==> src/rtl/d_phy_hs_receiver.sv <==
// D-PHY single-lane HS receiver.
// It filters the LP levels and follows the LP-11 -> LP-01 -> LP-00 entry sequence.
// In HS mode it hunts for the sync byte, then deserialises LSB-first bytes.
// A raw LP-11 sample ends the burst and returns the receiver to STOP.
module d_phy_hs_receiver #(
   parameter int         LP_FILT      = 2,
   parameter int         SYNC_TIMEOUT = 64,
   parameter logic [7:0] SYNC_BYTE    = 8'hB8
) (
   input  logic       TX_DDR_clk,
   input  logic       TX_rst,
   input  logic       Dp,
   input  logic       Dn,
   output logic [7:0] RX_BYTE_HS,
   output logic       RX_VALID,
   output logic       RX_ACTIVE,
   output logic       RX_SYNC_ERR,
   output logic [1:0] RX_LP_STATE,
   output logic [2:0] RX_STATE
);

   localparam int FW = $clog2(LP_FILT + 1);
   localparam int SW = $clog2(SYNC_TIMEOUT + 1);

   typedef enum logic [2:0] {
      ST_INIT      = 3'd0,
      ST_STOP      = 3'd1,
      ST_HS_RQST   = 3'd2,
      ST_BRIDGE    = 3'd3,
      ST_HS_SYNC   = 3'd4,
      ST_HS_DATA   = 3'd5,
      ST_HS_IGNORE = 3'd6
   } state_t;

   state_t        r_state, w_state_nxt;
   logic [1:0]    r_lp_prev, r_lp_state;
   logic [FW-1:0] r_lp_cnt, w_lp_cnt_nxt;
   logic          w_lp_same, w_lp_evt;
   logic [7:0]    r_sr, w_sr_nxt, w_sr_shift;
   logic [SW-1:0] r_sync_cnt, w_sync_cnt_nxt;
   logic [2:0]    r_bit_cnt, w_bit_cnt_nxt;
   logic [7:0]    r_byte, w_byte_nxt;
   logic          r_valid, w_valid_nxt;
   logic          r_err, w_err_nxt;
   logic          r_active, w_active_nxt;
   logic [1:0]    w_raw;
   logic          w_is_11, w_is_bit, w_bit;

   assign w_raw      = {Dp, Dn};
   assign w_is_11    = (w_raw == 2'b11);
   assign w_is_bit   = Dp ^ Dn;
   assign w_bit      = Dp;
   assign w_sr_shift = {w_bit, r_sr[7:1]};

   // LP filter: count how long the raw level has been stable.
   // w_lp_evt fires once, on the sample where a level becomes accepted.
   // The LP FSM states react only to that event. A stale filtered level left over
   // from HS data therefore cannot trigger a transition after HS exit.
   always_comb begin
      w_lp_same    = (w_raw == r_lp_prev);
      w_lp_cnt_nxt = FW'(1);
      if (w_lp_same)
         w_lp_cnt_nxt = (r_lp_cnt == FW'(LP_FILT)) ? r_lp_cnt : r_lp_cnt + FW'(1);
      w_lp_evt = (w_lp_cnt_nxt == FW'(LP_FILT)) && !(w_lp_same && r_lp_cnt == FW'(LP_FILT));
   end

   // Filter state registers; the filter runs in every FSM state.
   always_ff @(posedge TX_DDR_clk or posedge TX_rst) begin
      if (TX_rst) begin
         r_lp_prev  <= 2'b11;
         r_lp_cnt   <= '0;
         r_lp_state <= 2'b11;
      end else begin
         // NOTE: sequential state uses non-blocking assignments so that every register
         // samples pre-edge values, whatever order the statements appear in.
         r_lp_prev <= w_raw;
         r_lp_cnt  <= w_lp_cnt_nxt;
         if (w_lp_evt)
            r_lp_state <= w_raw;
      end
   end

   // FSM state register.
   always_ff @(posedge TX_DDR_clk or posedge TX_rst) begin
      if (TX_rst) r_state <= ST_INIT;
      else        r_state <= w_state_nxt;
   end

   // Next-state and datapath decisions.
   always_comb begin
      // NOTE: every signal gets a default before the case statement,
      // so no path through this block can infer a latch.
      w_state_nxt    = r_state;
      w_sr_nxt       = r_sr;
      w_sync_cnt_nxt = r_sync_cnt;
      w_bit_cnt_nxt  = r_bit_cnt;
      w_byte_nxt     = r_byte;
      w_valid_nxt    = 1'b0;
      w_err_nxt      = 1'b0;
      w_active_nxt   = r_active;
      case (r_state)
         ST_INIT: begin
            if (w_lp_evt && w_raw == 2'b11) w_state_nxt = ST_STOP;
         end
         ST_STOP: begin
            if (w_lp_evt) begin
               case (w_raw)
                  2'b01:   w_state_nxt = ST_HS_RQST;
                  2'b10,
                  2'b00:   w_state_nxt = ST_INIT;
                  default: w_state_nxt = ST_STOP;
               endcase
            end
         end
         ST_HS_RQST: begin
            if (w_lp_evt) begin
               case (w_raw)
                  2'b00:   w_state_nxt = ST_BRIDGE;
                  2'b11:   w_state_nxt = ST_STOP;
                  2'b10:   w_state_nxt = ST_INIT;
                  default: w_state_nxt = ST_HS_RQST;
               endcase
            end
         end
         ST_BRIDGE: begin
            if (w_is_11) begin
               w_state_nxt = ST_STOP;
            end else if (w_is_bit) begin
               // The first complementary sample is already a data bit.
               // It is shifted into a cleared register, and the sync count starts at one.
               w_state_nxt    = ST_HS_SYNC;
               w_sr_nxt       = {w_bit, 7'd0};
               w_sync_cnt_nxt = SW'(1);
            end
         end
         ST_HS_SYNC: begin
            if (w_is_11) begin
               w_err_nxt   = 1'b1;
               w_state_nxt = ST_STOP;
            end else if (w_is_bit) begin
               w_sr_nxt       = w_sr_shift;
               w_sync_cnt_nxt = r_sync_cnt + SW'(1);
               if (w_sr_shift == SYNC_BYTE) begin
                  w_state_nxt   = ST_HS_DATA;
                  w_bit_cnt_nxt = 3'd0;
                  w_active_nxt  = 1'b1;
               end else if (w_sync_cnt_nxt == SW'(SYNC_TIMEOUT)) begin
                  w_err_nxt   = 1'b1;
                  w_state_nxt = ST_HS_IGNORE;
               end
            end
         end
         ST_HS_DATA: begin
            if (w_is_11) begin
               w_state_nxt   = ST_STOP;
               w_active_nxt  = 1'b0;
               w_bit_cnt_nxt = 3'd0;
            end else if (w_is_bit) begin
               w_sr_nxt      = w_sr_shift;
               w_bit_cnt_nxt = r_bit_cnt + 3'd1;
               if (r_bit_cnt == 3'd7) begin
                  w_byte_nxt  = w_sr_shift;
                  w_valid_nxt = 1'b1;
               end
            end
         end
         ST_HS_IGNORE: begin
            if (w_is_11) w_state_nxt = ST_STOP;
         end
         default: w_state_nxt = ST_INIT;
      endcase
   end

   // Datapath and registered outputs.
   always_ff @(posedge TX_DDR_clk or posedge TX_rst) begin
      if (TX_rst) begin
         r_sr       <= '0;
         r_sync_cnt <= '0;
         r_bit_cnt  <= '0;
         r_byte     <= '0;
         r_valid    <= 1'b0;
         r_err      <= 1'b0;
         r_active   <= 1'b0;
      end else begin
         r_sr       <= w_sr_nxt;
         r_sync_cnt <= w_sync_cnt_nxt;
         r_bit_cnt  <= w_bit_cnt_nxt;
         r_byte     <= w_byte_nxt;
         r_valid    <= w_valid_nxt;
         r_err      <= w_err_nxt;
         r_active   <= w_active_nxt;
      end
   end

   assign RX_BYTE_HS  = r_byte;
   assign RX_VALID    = r_valid;
   assign RX_ACTIVE   = r_active;
   assign RX_SYNC_ERR = r_err;
   assign RX_LP_STATE = r_lp_state;
   assign RX_STATE    = r_state;

endmodule
==> config.mk <==
export PLATFORM = sky130hd
export DESIGN_NAME = d_phy_hs_receiver
export DESIGN_NICKNAME = d
export VERILOG_FILES = /design/src/rtl/d_phy_hs_receiver.sv
export SDC_FILE = /design/constraint.sdc
export NUM_CORES = 1
export LEC_CHECK = 0
export CORE_ASPECT_RATIO = 2
export CORE_MARGIN = 8
export CORE_UTILIZATION = 40
export CTS_CLUSTER_SIZE = 20
export DETAILED_ROUTE_END_ITERATION = 12
export PLACE_DENSITY = 0.68
export SLEW_MARGIN = 30
export SYNTH_ARGS = -nofsm -noshare
export SYNTH_HDL_FRONTEND = slang
export SYNTH_SLANG_ARGS = --single-unit
==> constraint.sdc <==
create_clock -name TX_DDR_clk -period 1.9 [get_ports TX_DDR_clk]
set_input_delay 0.19 -clock TX_DDR_clk [delete_from_list [all_inputs] [get_ports TX_DDR_clk]]
set_output_delay 0.19 -clock TX_DDR_clk [all_outputs]
set_load 0.03 [all_outputs]
# After elaboration in Yosys (flattened, before gate mapping)
# Cells that the tools add are included.
# totals
wordCells	110
regBits	38
memories	0
mem_bits_rw	0
inputBits	4
romBits	0
latchBits	0
out_inout_bits	16
# op_classes
reduce_logical	18
n_eq_ne	31
magnitude_cmp	0
div_mod_pow	0
multipliers	0
muxes	45
addsub	3
bitwise_logic	2
n_shift	0
# op_table
op	count
$mux 3	15
$mux 8	4
$mux 7	4
$ne 2x2->1 const B	10
$reduce_and 5->1	4
$pmux 3 s6	1
$pmux 8 s2	1
$pmux 7 s2	1
$mux 1	13
$eq 3x3->1 const B	4
$ne 3x3->1 const B	3
$eq 2x2->1 const B	4
$eq 8x8->1 const B	1
$add 7x1->7 const B	1
$eq 7x7->1 const B	1
$reduce_and 7->1	1
$eq 3x2->1 const B	2
$pmux 2 s3	1
$pmux 3 s2	1
$reduce_bool 2->1	3
$reduce_or 2->1	3
$mux 2	2
$ne 2x1->1 const B	2
$ne 4x4->1 const B	1
other kinds (14)	16

# Depth between registers and ports, before layout
# logic_depth
depth_word	8
ltp_mapped	7
depth_no_buf	7

# Worst setup path after synthesis
# OpenSTA, ideal clock, no wires.
# synth_timing
path_type	register -> register
startpoint	reg r_lp_cnt[1]
endpoint	reg r_state[1] (netlist: RX_STATE[1])
n_path_buf	0
t_arrival_ns	1.655
required_time_ns	1.774
path_stages_with_launch	8
setup_time_ns	0.126
synth_period_minus_slack_ns	1.781
setup_slack_ns	0.119
cell_sequence	dfrtp_1 inv_1 ha_1 nor3b_1 nand3_2 o221ai_2 o211ai_1 o311a_1
# synth_via
elab_chain_len	8
elab_cells_between_ends	13
cone_classes	add/sub: 1; eq/ne: 5; mux: 2; reduce/logical: 5
# synth_rtl
item	line_no	source
start: declaration	37	logic [FW-1:0] r_lp_cnt, w_lp_cnt_nxt;
start signal: assignment	77	r_lp_cnt <= w_lp_cnt_nxt;
$add 2x1->2 / $eq 2x2->1 (equally long branches)	63, 64	
$mux 2	63	w_lp_cnt_nxt = (r_lp_cnt == FW'(LP_FILT)) ? r_lp_cnt : r_lp_cnt + FW'(1);
$mux 2	62	if (w_lp_same)
$eq 2x2->1	64	w_lp_evt = (w_lp_cnt_nxt == FW'(LP_FILT)) && !(w_lp_same && r_lp_cnt == FW'(LP_FILT));
$logic_and 1x1->1 *	64	
$logic_and 1x1->1	103	if (w_lp_evt && w_raw == 2'b11) w_state_nxt = ST_STOP;
$ne 2x2->1 (no source line)	--	
$reduce_and 7->1 (no source line) *	--	
end signal: assignment	86	else r_state <= w_state_nxt;
end: declaration	35	state_t r_state, w_state_nxt;
# Every way passes the cells marked *; elsewhere a longest branch is shown, timed or not.
# A chain may end at the register's enable or synchronous reset.

# Worst setup path after layout
# layout_timing
startpoint	in Dp
endpoint	reg r_state[0] (netlist: RX_STATE[0])
# layout_via
elab_chain_len	7
elab_cells_between_ends	31
cone_classes	eq/ne: 13; mux: 10; bitwise: 1; reduce/logical: 7
# layout_rtl
item	line_no	source
start: declaration	12	input logic Dp,
$eq 2x2->1	60	w_lp_same = (w_raw == r_lp_prev);
$mux 2 / $logic_and 1x1->1 (equally long branches)	62, 64	
$eq 2x2->1 / $logic_not 1->1 (equally long branches)	64	
$logic_and 1x1->1	64	
$logic_and 1x1->1	103	
$ne 2x2->1 (no source line)	--	
$reduce_and 7->1 (no source line)	--	
# Several ways; a longest one is shown, not always the timed one. The select of a mux whose other input is x is not followed.

==> impl_summary.md <==
Global route
The first global-routing pass estimated 7910 um of wire. The number of global-route vias before repair is 1769. The global-route usage over all layers is 13.1%. The remaining global-route overflow is 0. The initial antenna violation count is 0. Entering global routing, the biggest net connects 38 pins.

Clock network
In this run the number of H-tree levels came out at 2. The count of buffers added by post-CTS timing repair for setup is 0. At the later pin of the worst-skew pair, clock insertion delay measures 290 ps. The clock drives 37 sinks. Buffers inserted during clock tree synthesis total 5. The root buffer selected by CTS is sky130_fd_sc_hd__clkbuf_8. The clock transition at the registers of the reported paths is 80 ps. The clock tree from TritonCTS is done. The worst-case clock buffer depth is 2. The number of hold buffers added after CTS is 0.

STA
The worst setup slack after layout is 108 ps. The number of pins exceeding their max-slew limit in the final report was 0. The worst relative slew slack is 69.1%.

Setup violations remaining at the end of the flow were counted as 0. The final hold violation count is 0. At the pin with the least slew margin, the transition time is 464 ps.

Setup repair after global routing left no endpoint under its margin. The post-route clock period utilization is 94.3%. The worst hold margin is 307 ps. The clock arrives with 5.73 ps of skew. Counting I/O delays and the setup requirement, the final critical path takes 1790 ps. The highest attainable clock frequency is 558 MHz.

Routing
The final route contains 1656 vias. The routed via count divided by cell count is 5.36. For this block, the initial DRC count from the detailed router was 54. The total iterations of the first detailed-routing run is 4. The DRC violation count after routing is 0.

The number of nets with antenna violations after routing is 0. For this block, the routed nets add up to 4610 um of wire. After detailed routing, the average wire length per cell comes to 14.9 um.

Final layout
The net count of the finished layout is 266. The library cells used most frequently in the layout, excluding fill and tap cells, are 32 x sky130_fd_sc_hd__dfrtp_1, 32 x sky130_fd_sc_hd__buf_4, 29 x sky130_fd_sc_hd__nand2_1. With fillers left out, the area of the finished cells amounts to 2650 sq um. The area growth from synthesis to layout is 30.8%. The post-route netlist has 27.4% of its cells at a drive strength greater than 1. The number of antenna diodes in the final layout is 0.

Floorplanning
In this run the vertical extent of the chip is 117 um. The core footprint is 4860 sq um. The initial core utilization is 41.7%.

The total I/O pin count is 20. The floorplan step defined a die boundary enclosing 7740 sq um. The floorplan step set the die width to 66.3 um. The floorplan has 36 rows.

Power and ir drop
Power comes to 0.00310 W. The peak supply drop is 0.761 mV. The power density normalized to cell area is 1170 nW/um^2.

The leakage power summed over all cells is 1.28 nW.

Critical path
STA puts the critical path data required time at 2080 ps. The signal on the critical path passes through clkdlybuf4s50_1 > ha_1 > buf_4 > or4_2 > a31oi_1 > mux2i_1. The worst setup path is captured at a register.

The library cell contributing the largest single delay on the critical path is sky130_fd_sc_hd__or4_2. The sort of element at the start of the critical path is an input port. The signal arrival time at the worst endpoint is 1970 ps.

The worst reg-to-reg path cell count is 7. Of all nets on the critical path, the largest fanout is 5. The maximum cell stage delay along the critical path is 610 ps. The worst setup path is of the input port to register kind.

Synthesis
The register area share after synthesis is 45.9%. The net count of the mapped netlist is 215. The synthesized design contains 37 register bits.

The cell area that synthesis handed to floorplanning was 2030 sq um. The number of enable flip-flop cells after synthesis is 0. Synthesis produced 200 cells. In the synthesized netlist the dominant register cell turns out to be sky130_fd_sc_hd__dfrtp_1. During synthesis, Yosys emitted a total of 0 warnings.

Counting distinct cell types in the post-synthesis netlist gives 47. A synthesized cell averages 10.1 sq um. For this run, asynchronously set or reset flops after synthesis account for 100%.

Run
The tool flagged a number of max-cap violations equal to 0.

Placement
Buffers placed on the I/O ports in this run total 19. The pre-CTS worst setup slack is -233 ps. In this run the cell area measured after placement is 2500 sq um. The final estimated routing congestion in global placement is 0.887. The HPWL after detailed placement is 3610 um.

Hold path
In this run the worst hold path is classified as input port to asynchronous set/reset pin.

Status
The run finished with clean final reports.
path summary, 6_finish.rpt:
check / start / to / slack (ps)
min: TX_rst / RX_ACTIVE / 310
min in group TX_DDR_clk: RX_BYTE_HS[7] / RX_BYTE_HS[7] / 480
min reg2reg: RX_BYTE_HS[7] / RX_BYTE_HS[7] / 480
max reg2reg: r_lp_cnt[1] / RX_STATE[1] / 130
max in group asynchronous: TX_rst / RX_LP_STATE[0] / 1240
max: Dp / RX_STATE[0] / 110
cells by family (layout without fill, tap and decap cells):
group | count (synthesis) | in the layout | synth area share [%]
AOI/OAI and AO/OA | 38 | 38 | 13.1
buffers and inverters | 21 | 73 | 4.57
adders and majority gates | 11 | 11 | 6.79
muxes | 13 | 13 | 7.22
xor gates and xnor gates | 4 | 4 | 1.73
and+or+nand+nor | 76 | 76 | 20.7
DFF | 37 | 37 | 45.9
metal layers:
metal	share of wire, %	wire (um)	GRT usage, %
met1	36	1680	12.6
met2	57	2620	24.8
met3	2.4	111	1.63
met4	4.2	193	8.32
met5	0	0	0
flip-flops by register name (all words and copies together), names as in the netlist, 2 cells and up:
name and count:
RX_BYTE_HS 8, RX_STATE 3, RX_LP_STATE 2, r_sync_cnt 7
r_lp_cnt 2, r_lp_prev 2, r_sr 7, r_bit_cnt 3
worst max-delay path: cells and delay by family:
family	cells	cell delay, ps
buf+inv	2	640
simple gates	1	610
fa+ha+maj	1	250
compound gates	1	180
mux	1	90
metrics by stage:
stage / setup TNS (ps) / cells / utilization [%]
2_1_floorplan: 0 / 200 / -
3_3_place_gp: -2290 / 301 / 51.5
3_5_place_dp: -2960 / 301 / 51.5
4_1_cts: 0 / 309 / 54.3
5_1_grt: 0 / 309 / 54.5
6_report: 0 / 309 / 54.5
where the power goes:
part           switching, W  internal, W  leakage, nW
clock              0.000303     0.000529       0.0687
sequential         0.000201     0.000958        0.485
combinational      0.000589     0.000521        0.728
total               0.00109      0.00201         1.28
cells in the mapped netlist, types with 2 or more instances:
master / count / area, sq um
sky130_fd_sc_hd__mux2_2: 9 / 101
sky130_fd_sc_hd__nand3_1: 12 / 60.1
sky130_fd_sc_hd__nand3_2: 2 / 20.0
sky130_fd_sc_hd__inv_1: 12 / 45.0
sky130_fd_sc_hd__a211oi_1: 2 / 15.0
sky130_fd_sc_hd__dfstp_2: 4 / 105
sky130_fd_sc_hd__nor2_1: 9 / 33.8
sky130_fd_sc_hd__nand2_1: 29 / 109
sky130_fd_sc_hd__buf_2: 4 / 20.0
sky130_fd_sc_hd__nor3_1: 5 / 25.0
sky130_fd_sc_hd__a21oi_1: 4 / 20.0
sky130_fd_sc_hd__and3_1: 3 / 18.8
sky130_fd_sc_hd__xnor2_1: 3 / 26.3
sky130_fd_sc_hd__nand2b_1: 4 / 25.0
sky130_fd_sc_hd__buf_4: 2 / 15.0
sky130_fd_sc_hd__o21ai_0: 15 / 75.1
sky130_fd_sc_hd__dfrtp_1: 33 / 826
sky130_fd_sc_hd__mux2i_1: 3 / 30.0
sky130_fd_sc_hd__a32o_1: 2 / 20.0
sky130_fd_sc_hd__o211ai_1: 4 / 30.0
sky130_fd_sc_hd__ha_1: 11 / 138
sky130_fd_sc_hd__a31oi_1: 2 / 12.5
sky130_fd_sc_hd__nor2b_1: 2 / 12.5
cell type report:
class,count,area (sq um)
Clock buffer,5,68.8
Sequential cell,37,932
Tap cell,57,71.3
Timing Repair Buffer,52,450
Clock inverter,3,68.8
Multi-Input combinational cell,142,1010
Inverter,13,48.8
Fill cell,440,2210
timing repair:
item / in CTS / in global routing
endpoints found under the setup margin: 1 / 2
endpoints found under the hold margin: 0 / 0
pin swaps: 0 / 1
gates resized for setup: 1 / 3
No activity file was read; power rests on OpenSTA's default activity.
